`src/rtl/core_issue_if.sv`:
```
// rtl/core_issue_if.sv - decode/execute handshake bundle for the issue controller
interface core_issue_if #(
    parameter int NREGS = 16
);
    localparam int RW = $clog2(NREGS);

    logic          in_valid;
    logic          in_ready;
    logic [RW-1:0] ra;
    logic [RW-1:0] rb;
    logic [RW-1:0] rd;
    logic          uses_ra;
    logic          uses_rb;
    logic          writeback;
    logic          is_alu;
    logic          is_mul;
    logic          is_ldst;
    logic          is_branch;
    logic          is_sys;
    logic          issue_alu;
    logic          issue_mul;
    logic          issue_ldst;
    logic          issue_branch;
    logic          issue_sys;
    logic          flush;
    logic          mul_done;
    logic          ldst_done;
    logic          mul_ack;
    logic          ldst_ack;
    logic          wb_valid;
    logic [1:0]    wb_sel;
    logic [RW-1:0] wb_rd;

    modport master (
        output in_valid, ra, rb, rd, uses_ra, uses_rb, writeback,
               is_alu, is_mul, is_ldst, is_branch, is_sys,
               flush, mul_done, ldst_done,
        input  in_ready, issue_alu, issue_mul, issue_ldst, issue_branch, issue_sys,
               mul_ack, ldst_ack, wb_valid, wb_sel, wb_rd
    );

    modport slave (
        input  in_valid, ra, rb, rd, uses_ra, uses_rb, writeback,
               is_alu, is_mul, is_ldst, is_branch, is_sys,
               flush, mul_done, ldst_done,
        output in_ready, issue_alu, issue_mul, issue_ldst, issue_branch, issue_sys,
               mul_ack, ldst_ack, wb_valid, wb_sel, wb_rd
    );
endinterface

```
`src/rtl/core_issue_ctrl.sv`:
```
// rtl/core_issue_ctrl.sv - in-order issue, register scoreboard and writeback port arbiter
module core_issue_ctrl #(
    parameter int NREGS = 16
) (
    input logic         clk,
    input logic         rst_n,
    core_issue_if.slave bus
);
  localparam int RW = $clog2(NREGS);

  logic [NREGS-1:0] busy, busy_next;
  logic             alu_pend;
  logic [RW-1:0]    alu_rd;
  logic             mul_busy;
  logic [RW-1:0]    mul_rd;
  logic             ldst_busy, ldst_load;
  logic [RW-1:0]    ldst_rd;

  logic hazard, unit_ok, issue;
  logic load_done, store_done, ld_win, mul_win;
  logic wb_v;
  logic [1:0]    wb_s;
  logic [RW-1:0] wb_r;

  // Done inputs only count while the unit is tracked as busy, so completions
  // that were outstanding across a reset are ignored.
  always_comb begin
    hazard = (bus.uses_ra & busy[bus.ra]) | (bus.uses_rb & busy[bus.rb]) |
             (bus.writeback & busy[bus.rd]);
    unit_ok = 1'b1;
    if (bus.is_mul)  unit_ok = !mul_busy;
    if (bus.is_ldst) unit_ok = !ldst_busy;
    if (bus.is_sys)  unit_ok = (busy == '0) && !alu_pend && !mul_busy && !ldst_busy;
    issue = rst_n & bus.in_valid & !bus.flush & !hazard & unit_ok;

    load_done  = bus.ldst_done & ldst_busy & ldst_load;
    store_done = bus.ldst_done & ldst_busy & !ldst_load;
    ld_win     = load_done & !alu_pend;
    mul_win    = bus.mul_done & mul_busy & !alu_pend & !load_done;

    wb_v = 1'b0;
    wb_s = 2'd0;
    wb_r = '0;
    if (alu_pend) begin
      wb_v = 1'b1; wb_s = 2'd1; wb_r = alu_rd;
    end else if (ld_win) begin
      wb_v = 1'b1; wb_s = 2'd3; wb_r = ldst_rd;
    end else if (mul_win) begin
      wb_v = 1'b1; wb_s = 2'd2; wb_r = mul_rd;
    end

    busy_next = busy;
    if (wb_v) busy_next[wb_r] = 1'b0;
    if (issue && bus.writeback) busy_next[bus.rd] = 1'b1;
  end

  assign bus.in_ready     = issue;
  assign bus.issue_alu    = issue & bus.is_alu;
  assign bus.issue_mul    = issue & bus.is_mul;
  assign bus.issue_ldst   = issue & bus.is_ldst;
  assign bus.issue_branch = issue & bus.is_branch;
  assign bus.issue_sys    = issue & bus.is_sys;
  assign bus.mul_ack      = mul_win;
  assign bus.ldst_ack     = ld_win | store_done;
  assign bus.wb_valid     = wb_v;
  assign bus.wb_sel       = wb_s;
  assign bus.wb_rd        = wb_r;

  always_ff @(posedge clk or negedge rst_n) begin
    if (!rst_n) begin
      busy      <= '0;
      alu_pend  <= 1'b0;
      alu_rd    <= '0;
      mul_busy  <= 1'b0;
      mul_rd    <= '0;
      ldst_busy <= 1'b0;
      ldst_load <= 1'b0;
      ldst_rd   <= '0;
    end else begin
      busy <= busy_next;
      // A link-writing branch retires through the same one-cycle path as the ALU.
      alu_pend <= issue & (bus.is_alu | bus.is_branch) & bus.writeback;
      if (issue && (bus.is_alu || bus.is_branch) && bus.writeback) alu_rd <= bus.rd;
      if (mul_win) mul_busy <= 1'b0;
      if (issue && bus.is_mul && bus.writeback) begin
        mul_busy <= 1'b1;
        mul_rd   <= bus.rd;
      end
      if (ld_win || store_done) ldst_busy <= 1'b0;
      if (issue && bus.is_ldst) begin
        ldst_busy <= 1'b1;
        ldst_load <= bus.writeback;
        ldst_rd   <= bus.rd;
      end
    end
  end
endmodule

```
`src/flat_wrapper.sv`:
```
// flat-port wrapper written by rule: the top's interface ports become plain ports
module core_issue_ctrl_flat 
#(
    parameter int NREGS = 16
)
  (clk, rst_n, bus_in_valid, bus_ra, bus_rb, bus_rd, bus_uses_ra, bus_uses_rb, bus_writeback, bus_is_alu, bus_is_mul, bus_is_ldst, bus_is_branch, bus_is_sys, bus_flush, bus_mul_done, bus_ldst_done, bus_in_ready, bus_issue_alu, bus_issue_mul, bus_issue_ldst, bus_issue_branch, bus_issue_sys, bus_mul_ack, bus_ldst_ack, bus_wb_valid, bus_wb_sel, bus_wb_rd);
  core_issue_if #(.NREGS(NREGS)) bus_i ();
  input logic clk;
  input logic rst_n;
  input wire logic [$bits(bus_i.in_valid)-1:0] bus_in_valid;
  input wire logic [$bits(bus_i.ra)-1:0] bus_ra;
  input wire logic [$bits(bus_i.rb)-1:0] bus_rb;
  input wire logic [$bits(bus_i.rd)-1:0] bus_rd;
  input wire logic [$bits(bus_i.uses_ra)-1:0] bus_uses_ra;
  input wire logic [$bits(bus_i.uses_rb)-1:0] bus_uses_rb;
  input wire logic [$bits(bus_i.writeback)-1:0] bus_writeback;
  input wire logic [$bits(bus_i.is_alu)-1:0] bus_is_alu;
  input wire logic [$bits(bus_i.is_mul)-1:0] bus_is_mul;
  input wire logic [$bits(bus_i.is_ldst)-1:0] bus_is_ldst;
  input wire logic [$bits(bus_i.is_branch)-1:0] bus_is_branch;
  input wire logic [$bits(bus_i.is_sys)-1:0] bus_is_sys;
  input wire logic [$bits(bus_i.flush)-1:0] bus_flush;
  input wire logic [$bits(bus_i.mul_done)-1:0] bus_mul_done;
  input wire logic [$bits(bus_i.ldst_done)-1:0] bus_ldst_done;
  output wire logic [$bits(bus_i.in_ready)-1:0] bus_in_ready;
  output wire logic [$bits(bus_i.issue_alu)-1:0] bus_issue_alu;
  output wire logic [$bits(bus_i.issue_mul)-1:0] bus_issue_mul;
  output wire logic [$bits(bus_i.issue_ldst)-1:0] bus_issue_ldst;
  output wire logic [$bits(bus_i.issue_branch)-1:0] bus_issue_branch;
  output wire logic [$bits(bus_i.issue_sys)-1:0] bus_issue_sys;
  output wire logic [$bits(bus_i.mul_ack)-1:0] bus_mul_ack;
  output wire logic [$bits(bus_i.ldst_ack)-1:0] bus_ldst_ack;
  output wire logic [$bits(bus_i.wb_valid)-1:0] bus_wb_valid;
  output wire logic [$bits(bus_i.wb_sel)-1:0] bus_wb_sel;
  output wire logic [$bits(bus_i.wb_rd)-1:0] bus_wb_rd;
  assign bus_i.in_valid = bus_in_valid;
  assign bus_i.ra = bus_ra;
  assign bus_i.rb = bus_rb;
  assign bus_i.rd = bus_rd;
  assign bus_i.uses_ra = bus_uses_ra;
  assign bus_i.uses_rb = bus_uses_rb;
  assign bus_i.writeback = bus_writeback;
  assign bus_i.is_alu = bus_is_alu;
  assign bus_i.is_mul = bus_is_mul;
  assign bus_i.is_ldst = bus_is_ldst;
  assign bus_i.is_branch = bus_is_branch;
  assign bus_i.is_sys = bus_is_sys;
  assign bus_i.flush = bus_flush;
  assign bus_i.mul_done = bus_mul_done;
  assign bus_i.ldst_done = bus_ldst_done;
  assign bus_in_ready = bus_i.in_ready;
  assign bus_issue_alu = bus_i.issue_alu;
  assign bus_issue_mul = bus_i.issue_mul;
  assign bus_issue_ldst = bus_i.issue_ldst;
  assign bus_issue_branch = bus_i.issue_branch;
  assign bus_issue_sys = bus_i.issue_sys;
  assign bus_mul_ack = bus_i.mul_ack;
  assign bus_ldst_ack = bus_i.ldst_ack;
  assign bus_wb_valid = bus_i.wb_valid;
  assign bus_wb_sel = bus_i.wb_sel;
  assign bus_wb_rd = bus_i.wb_rd;
  core_issue_ctrl #(.NREGS(NREGS)) u_core (.clk(clk), .rst_n(rst_n), .bus(bus_i));
endmodule
```
`config.mk`:
```
export PLATFORM = sky130hd
export DESIGN_NAME = core_issue_ctrl_flat
export DESIGN_NICKNAME = d
export VERILOG_FILES = /design/src/rtl/core_issue_if.sv /design/src/rtl/core_issue_ctrl.sv /design/src/flat_wrapper.sv
export SDC_FILE = /design/constraint.sdc
export NUM_CORES = 1
export LEC_CHECK = 0
export ABC_AREA = 1
export CELL_PAD_IN_SITES_DETAIL_PLACEMENT = 0
export CELL_PAD_IN_SITES_GLOBAL_PLACEMENT = 1
export CORE_UTILIZATION = 39
export CTS_CLUSTER_DIAMETER = 60
export DETAILED_ROUTE_END_ITERATION = 10
export PLACE_DENSITY_LB_ADDON = 0.1
export SLEW_MARGIN = 40
export SYNTH_ARGS = -nofsm -noshare
export SYNTH_HDL_FRONTEND = slang
export SYNTH_SLANG_ARGS = --single-unit
export TNS_END_PERCENT = 10
```
`constraint.sdc`:
```
create_clock -name clk -period 3.75 [get_ports clk]
set_input_delay 0.5625 -clock clk [delete_from_list [all_inputs] [get_ports clk]]
set_output_delay 0.5625 -clock clk [all_outputs]
set_load 0.1 [all_outputs]
```
==> impl_metrics.env <==
export IMPL_status="finished clean"
export IMPL_ctsHtreeMaxLevel=2
export IMPL_grt_pass1_vias=2221
export IMPL_slew_viol_final=0
export IMPL_layout_nets=431
export IMPL_die_h_um=77.8
export IMPL_drive_gt1_share_pct=8.64
export IMPL_fillers=574
export IMPL_power_density_nw_per_um2=481
export IMPL_rsz0062_at_grt="no"
export IMPL_num_rows=27
export IMPL_grt_ovfl_total=0
export IMPL_vias_per_cell=5.12
export IMPL_avgSynthCellArea_um2=6.16
export IMPL_yosys_warnings=0
export IMPL_cp_slowest_cell="clkdlybuf4s50_1"
export IMPL_period_share_pct=88.4
export IMPL_crit_type="in2out"
export IMPL_min_period_ns=3.31
export IMPL_num_io_pins=41
export IMPL_synth_nets=390
export IMPL_end_kind="output pin"
export IMPL_worstPathMaxFanout=9
export IMPL_maxCapViolations=0
export IMPL_cpLargestDelayFamily="simple AND/OR/NAND/NOR gates"
export IMPL_crit_required_ns=3.19
export IMPL_initial_core_util_pct=40.5
export IMPL_ys_ff_latch=32
export IMPL_yosys_area_top_type="dfrtp_1"
export IMPL_wl_mm=6.89
export IMPL_die_x_um=77.8
export IMPL_port_buffers=40
export IMPL_wl_per_cell_um=14.4
export IMPL_synth_area_top_cells="dfrtp_1 36%, nand2_1 22%, nand3_1 10%"
export IMPL_placedCellCount=470
export IMPL_clk_pin_slew_ns=0.07
export IMPL_setup_tns_final_ns=0
export IMPL_netlist_area_leader_share_pct=35.7
export IMPL_clockBufferDepth=2
export IMPL_die_area_um2=6060
export IMPL_final_cell_mix="132 x nand2_1, 49 x inv_1, 45 x nand3_1"
export IMPL_diodes=0
export IMPL_setup_viol=0
export IMPL_clock_latency_ns=0.29
export IMPL_instances_no_fill=477
export IMPL_yosysUniqueCellTypes=17
export IMPL_synthToLayoutAreaGrowth_pct=26.5
export IMPL_vias=2443
export IMPL_cts_buffers_inserted=5
export IMPL_final_common_cell="nand2_1"
export IMPL_finalHoldViolCount=0
export IMPL_post_route_drc_count=0
export IMPL_utilization_pct=51.2
export IMPL_slew_headroom_pct=71.3
export IMPL_grt_usage_pct=24.5
export IMPL_crit_top_cell="nand2_1"
export IMPL_first_iter_violations=144
export IMPL_hp_class="reg2reg"
export IMPL_path_cells="clkdlybuf4s50_1 -> inv_2 -> nand2_1 -> nand3_1 -> nand2_1 -> nand2_1 -> nand3_1 -> nand3_1 -> nand2_1 -> nor2_2 -> inv_1 -> nor2_1 -> buf_12"
export IMPL_critical_path_buf_inv_count=4
export IMPL_worstPathArrival_ns=2.75
export IMPL_grt_max_degree=33
export IMPL_grt_pass1_wl_mm=11.5
export IMPL_whs_ns=0.479
export IMPL_core_area_um2=5540
export IMPL_syn_cell_area_um2=2240
export IMPL_synthCells=364
export IMPL_cts_root_buf="clkbuf_8"
export IMPL_ys_seq_area_share_pct=35.7
export IMPL_worstSetupStartpointType="input pin"
export IMPL_antenna_found_initial=0
export IMPL_clock_skew_ns=0.00419
export IMPL_dpl_hpwl_mm=5.24
export IMPL_slowest_delay_ns=0.55
export IMPL_ir_worst_vdd_v=0.000253
export IMPL_ctsResizeCount=0
export IMPL_leakage_nw=1.50
export IMPL_tightest_slew_ns=0.428
export IMPL_tritoncts="built"
export IMPL_fmax_ghz=0.302
export IMPL_cts_sinks=32
export IMPL_post_cts_buffers=0
export IMPL_place_congestion=0.862
export IMPL_ctsHoldBuffers=0
export IMPL_dr_pass1_iters=4
export IMPL_ant_nets=0
metrics by stage:
| stage | area [um^2] | total power, mW | setup slack [ns] |
|---|---|---|---|
| CTS | 2840 | 1.37 | 0.435 |
| finish | 2840 | 1.36 | 0.436 |
| detailed placement | 2740 | 1.08 | 0.446 |
| global placement | 2740 | 1.07 | 0.461 |
| floorplan | 2250 | 0.903 | 0.0713 |
| global route | 2840 | 1.45 | 0.142 |
cells by family (layout without fill, tap and decap cells):
logic type	Yosys count	in the layout	share of synthesized area, %
simple gates	215	215	40.0
compound gates	52	52	11.7
flops	32	32	35.7
buf+inv	65	106	12.6
power breakdown:
| part | total (mW) | internal [mW] | switching [mW] |
|---|---|---|---|
| Sequential | 0.511 | 0.438 | 0.0734 |
| Clock | 0.294 | 0.163 | 0.130 |
| Combinational | 0.558 | 0.167 | 0.391 |
| Total | 1.36 | 0.768 | 0.594 |
flip-flops by register name, indices dropped and copies added (netlist names):
| signal | flops |
|---|---|
| u_core.busy | 16 |
| u_core.ldst_rd | 4 |
| u_core.alu_rd | 4 |
| u_core.mul_busy | 1 |
| u_core.alu_pend | 1 |
| u_core.mul_rd | 4 |
| u_core.ldst_busy | 1 |
| u_core.ldst_load | 1 |
final cells by class:
class	count	area (um^2)	area share, %
Sequential cell	32	801	28.2
Tap cell	72	90.1	3.18
Clock buffer	7	96.3	3.40
Multi-Input combinational cell	267	1170	41.1
Inverter	53	199	7.02
Timing Repair Buffer	46	483	17.0
cells in the mapped netlist:
library cell    n
o31ai_1         1
clkbuf_1        3
o21ai_1        17
dfrtp_1        32
buf_2           4
buf_4           1
o21ai_0        30
nand2_2         1
nand4_1        11
buf_6           4
nand2_1       132
inv_1          49
inv_2           4
nand3_1        45
nor2_1         25
nor2_2          1
a21oi_1         4
worst paths after layout:
path / from / end / slack, ns / depth (start not counted)
max: bus_rb[0] / bus_issue_alu / 0.44 / 13
min: u_core.mul_rd[1]$_DFFE_PN0P_ / u_core.mul_rd[1]$_DFFE_PN0P_ / 0.48 / 2
max reg2reg: u_core.busy[3]$_DFF_PN0_ / u_core.busy[15]$_DFF_PN0_ / 1.54 / 12
min reg2reg: u_core.mul_rd[1]$_DFFE_PN0P_ / u_core.mul_rd[1]$_DFFE_PN0P_ / 0.48 / 2
max in group asynchronous: rst_n / u_core.busy[4]$_DFF_PN0_ / 2.73 / 2
min in group asynchronous: rst_n / u_core.mul_busy$_DFFE_PN0P_ / 0.71 / 2
worst register-to-register path: stages, from the launching register on:
cell	delay, ns
dfrtp_1	0.45
nor2_1	0.13
nand3_1	0.09
nor2_1	0.15
nand3_1	0.11
nand2_1	0.07
nand3_1	0.10
inv_1	0.07
nand2_1	0.05
nor2_2	0.31
buf_4	0.21
nand2_2	0.18
o21ai_0	0.22
routing by layer:
metal / wire, um / GRT usage, % / up-vias
met5: 0 / 0 / -
met4: 69 / 6.23 / 0
met3: 413 / 3.88 / 7
met2: 3140 / 38.1 / 71
met1: 3270 / 35.1 / 1126
li1: - / - / 1239
No activity file was read; power rests on OpenSTA's default activity.
==> patch, RTL diff (same flow settings) <==
`NREGS` is set to 16 in 3 places; all go to 8.
--- a/src/rtl/core_issue_if.sv
+++ b/src/rtl/core_issue_if.sv
@@ -2,3 +2,3 @@
 interface core_issue_if #(
-    parameter int NREGS = 16
+    parameter int NREGS = 8
 );
--- a/src/rtl/core_issue_ctrl.sv
+++ b/src/rtl/core_issue_ctrl.sv
@@ -2,3 +2,3 @@
 module core_issue_ctrl #(
-    parameter int NREGS = 16
+    parameter int NREGS = 8
 ) (
--- a/src/flat_wrapper.sv
+++ b/src/flat_wrapper.sv
@@ -3,3 +3,3 @@
 #(
-    parameter int NREGS = 16
+    parameter int NREGS = 8
 )
Ports: changed (resized bus_ra, bus_rb, bus_rd and bus_wb_rd); port bits go from 41 to 37. No check against the original RTL was run, so the function may have changed too.
==> patch against the original RTL <==
Non-clock buffer count down 8. Area after synthesis down 38%. Cell count down 38%. Setup slack better by 0.23 ns. Sequential cell count down 11. Cell area down 34%. Count of clock-buffer cells in the layout down 3. Clock power down 63%. Via count down 41%. Power down 33%. Wire length down 47%. Sequential share of layout area about the same. First-iteration DRC count down 30%. Fmax up 7.5%.
==> patch: results (changes against the original RTL) <==
----------------------------------------------------
[Clock tree]
  Register clock-pin slew on the reported worst setup and hold paths ... 0.11 ns (was 0.07 ns)
  Number of clock buffers inserted by TritonCTS ... 3 (was 5)
  CTS H-tree depth ... 1 (was 2)
  Library cell used as clock root buffer ... clkbuf_4 (was clkbuf_8)

[Pwr]
  Switching fraction of total power ... 48.0% (was 43.6%)
  Static power due to leakage ... 0.945 nW (was 1.50 nW)
  Portion of total power attributed to sequential cells ... 39.3% (was 37.5%)
  Clock Power ... 0.110 mW (was 0.294 mW)
  Power of the sequential group ... 0.362 mW (was 0.511 mW)

[Place]
  Post-detail-place hpwl ... 2.93 mm (was 5.24 mm)
  Post-Place Cells ... 294 (was 470)
  Global placement routability congestion ... 0.788 (was 0.862)
  Buffers on Ports ... 36 (was 40)

[Detailed routing]
  Drt total wl ... 3.67 mm (was 6.89 mm)
  Routed length on met3 ... 215 um (was 413 um)
  DRT iter0 DRCs ... 101 (was 144)
  Met1 wire length ... 1.91 mm (was 3.27 mm)
  DR vias ... 1439 (was 2443)
  WL/cell ... 12.3 um (was 14.4 um)

[Timing]
  Clock skew ... 0.00220 ns (was 0.00419 ns)
  Worst-margin pin slew ... 0.562 ns (was 0.428 ns)

[Global routing]
  Most heavily used metal layer in global routing ... met1 (was met2)
  Global Route met3 Usage ... 2.90% (was 3.88%)
  Global-route wire length before repair ... 5.91 mm (was 11.5 mm)
  Global routing usage on met2 ... 30.9% (was 38.1%)
  Total GRT Usage ... 21.4% (was 24.5%)
  Maximum number of pins on one net before global-route repair ... 22 (was 33)

[Layout]
  Number of flip-flops in the largest register ... 8 (was 16)
  Total Nets Final ... 276 (was 431)
  Number of filler instances in the final layout ... 331 (was 574)
  Layout cell share with drive strength beyond 1 ... 10.3% (was 8.64%)

[Synthesis]
  Top post-synthesis cells by count ... nand2_1, inv_1, nand3_1, dfrtp_1, nor2_1 (was nand2_1, inv_1, nand3_1, dfrtp_1, o21ai_0)
  Net count after synthesis ... 237 (was 390)
  Cells taking the most area after synthesis ... dfrtp_1, nand2_1, nand3_1 (unchanged)

[Setup path]
  Crit-path leading delay family ... buffers and inverters (was simple AND/OR/NAND/NOR gates)
  Max incr delay on CP ... 0.69 ns (was 0.55 ns)
  Endpoint arrival time on the critical path ... 2.52 ns (was 2.75 ns)
  Highest fanout seen on the critical path ... 11 (was 9)

[Status]
  Outcome ... completed (unchanged)

----------------------------------------------------
[patch: worst min-delay path, delay by kind of cell (launching register included)]
| kind | cells | cell delay (ns) |
|---|---|---|
| AND/OR/NAND/NOR | 2 | 0.09 |
| flip-flops | 1 | 0.37 |
[patch: worst paths after layout]
check	to	start	slack, ns	cells after the start
worst max-delay path	bus_issue_ldst	bus_rd[0]	0.67	11
max in group asynchronous	u_core.busy[6]$_DFF_PN0_	rst_n	2.83	2
worst min-delay path	u_core.alu_rd[1]$_DFFE_PN0P_	u_core.alu_rd[1]$_DFFE_PN0P_	0.49	2
min in group asynchronous	u_core.alu_pend$_DFF_PN0_	rst_n	0.71	2
worst max register to register	u_core.mul_rd[1]$_DFFE_PN0P_	u_core.alu_pend$_DFF_PN0_	1.85	11
worst min register to register	u_core.alu_rd[1]$_DFFE_PN0P_	u_core.alu_rd[1]$_DFFE_PN0P_	0.49	2
[patch: final cells by class]
type / instances / area, sq um / share of cell area, %
clock buffer: 4 / 26.3 / 1.41
timing repair buffer: 38 / 415 / 22.3
inverter: 31 / 116 / 6.25
multi-input combinational: 158 / 722 / 38.8
sequential: 21 / 526 / 28.2
tap: 46 / 57.6 / 3.09
[patch: per-stage QoR]
| step | utilization, % | setup WS (ns) | hold slack, ns |
|---|---|---|---|
| floorplan | - | 0.356 | 0.267 |
| global placement | 54.2 | 0.739 | 0.456 |
| detailed placement | 54.2 | 0.679 | 0.459 |
| CTS | 55.0 | 0.680 | 0.488 |
| global route | 55.0 | 0.428 | 0.523 |
| finish | 55.0 | 0.666 | 0.489 |
[patch: kinds of logic after synthesis]
kind of cell,count (synthesis)
buffers and inverters,35
AND/OR/NAND/NOR,137
AO/OA/AOI/OAI,21
flip-flops,21
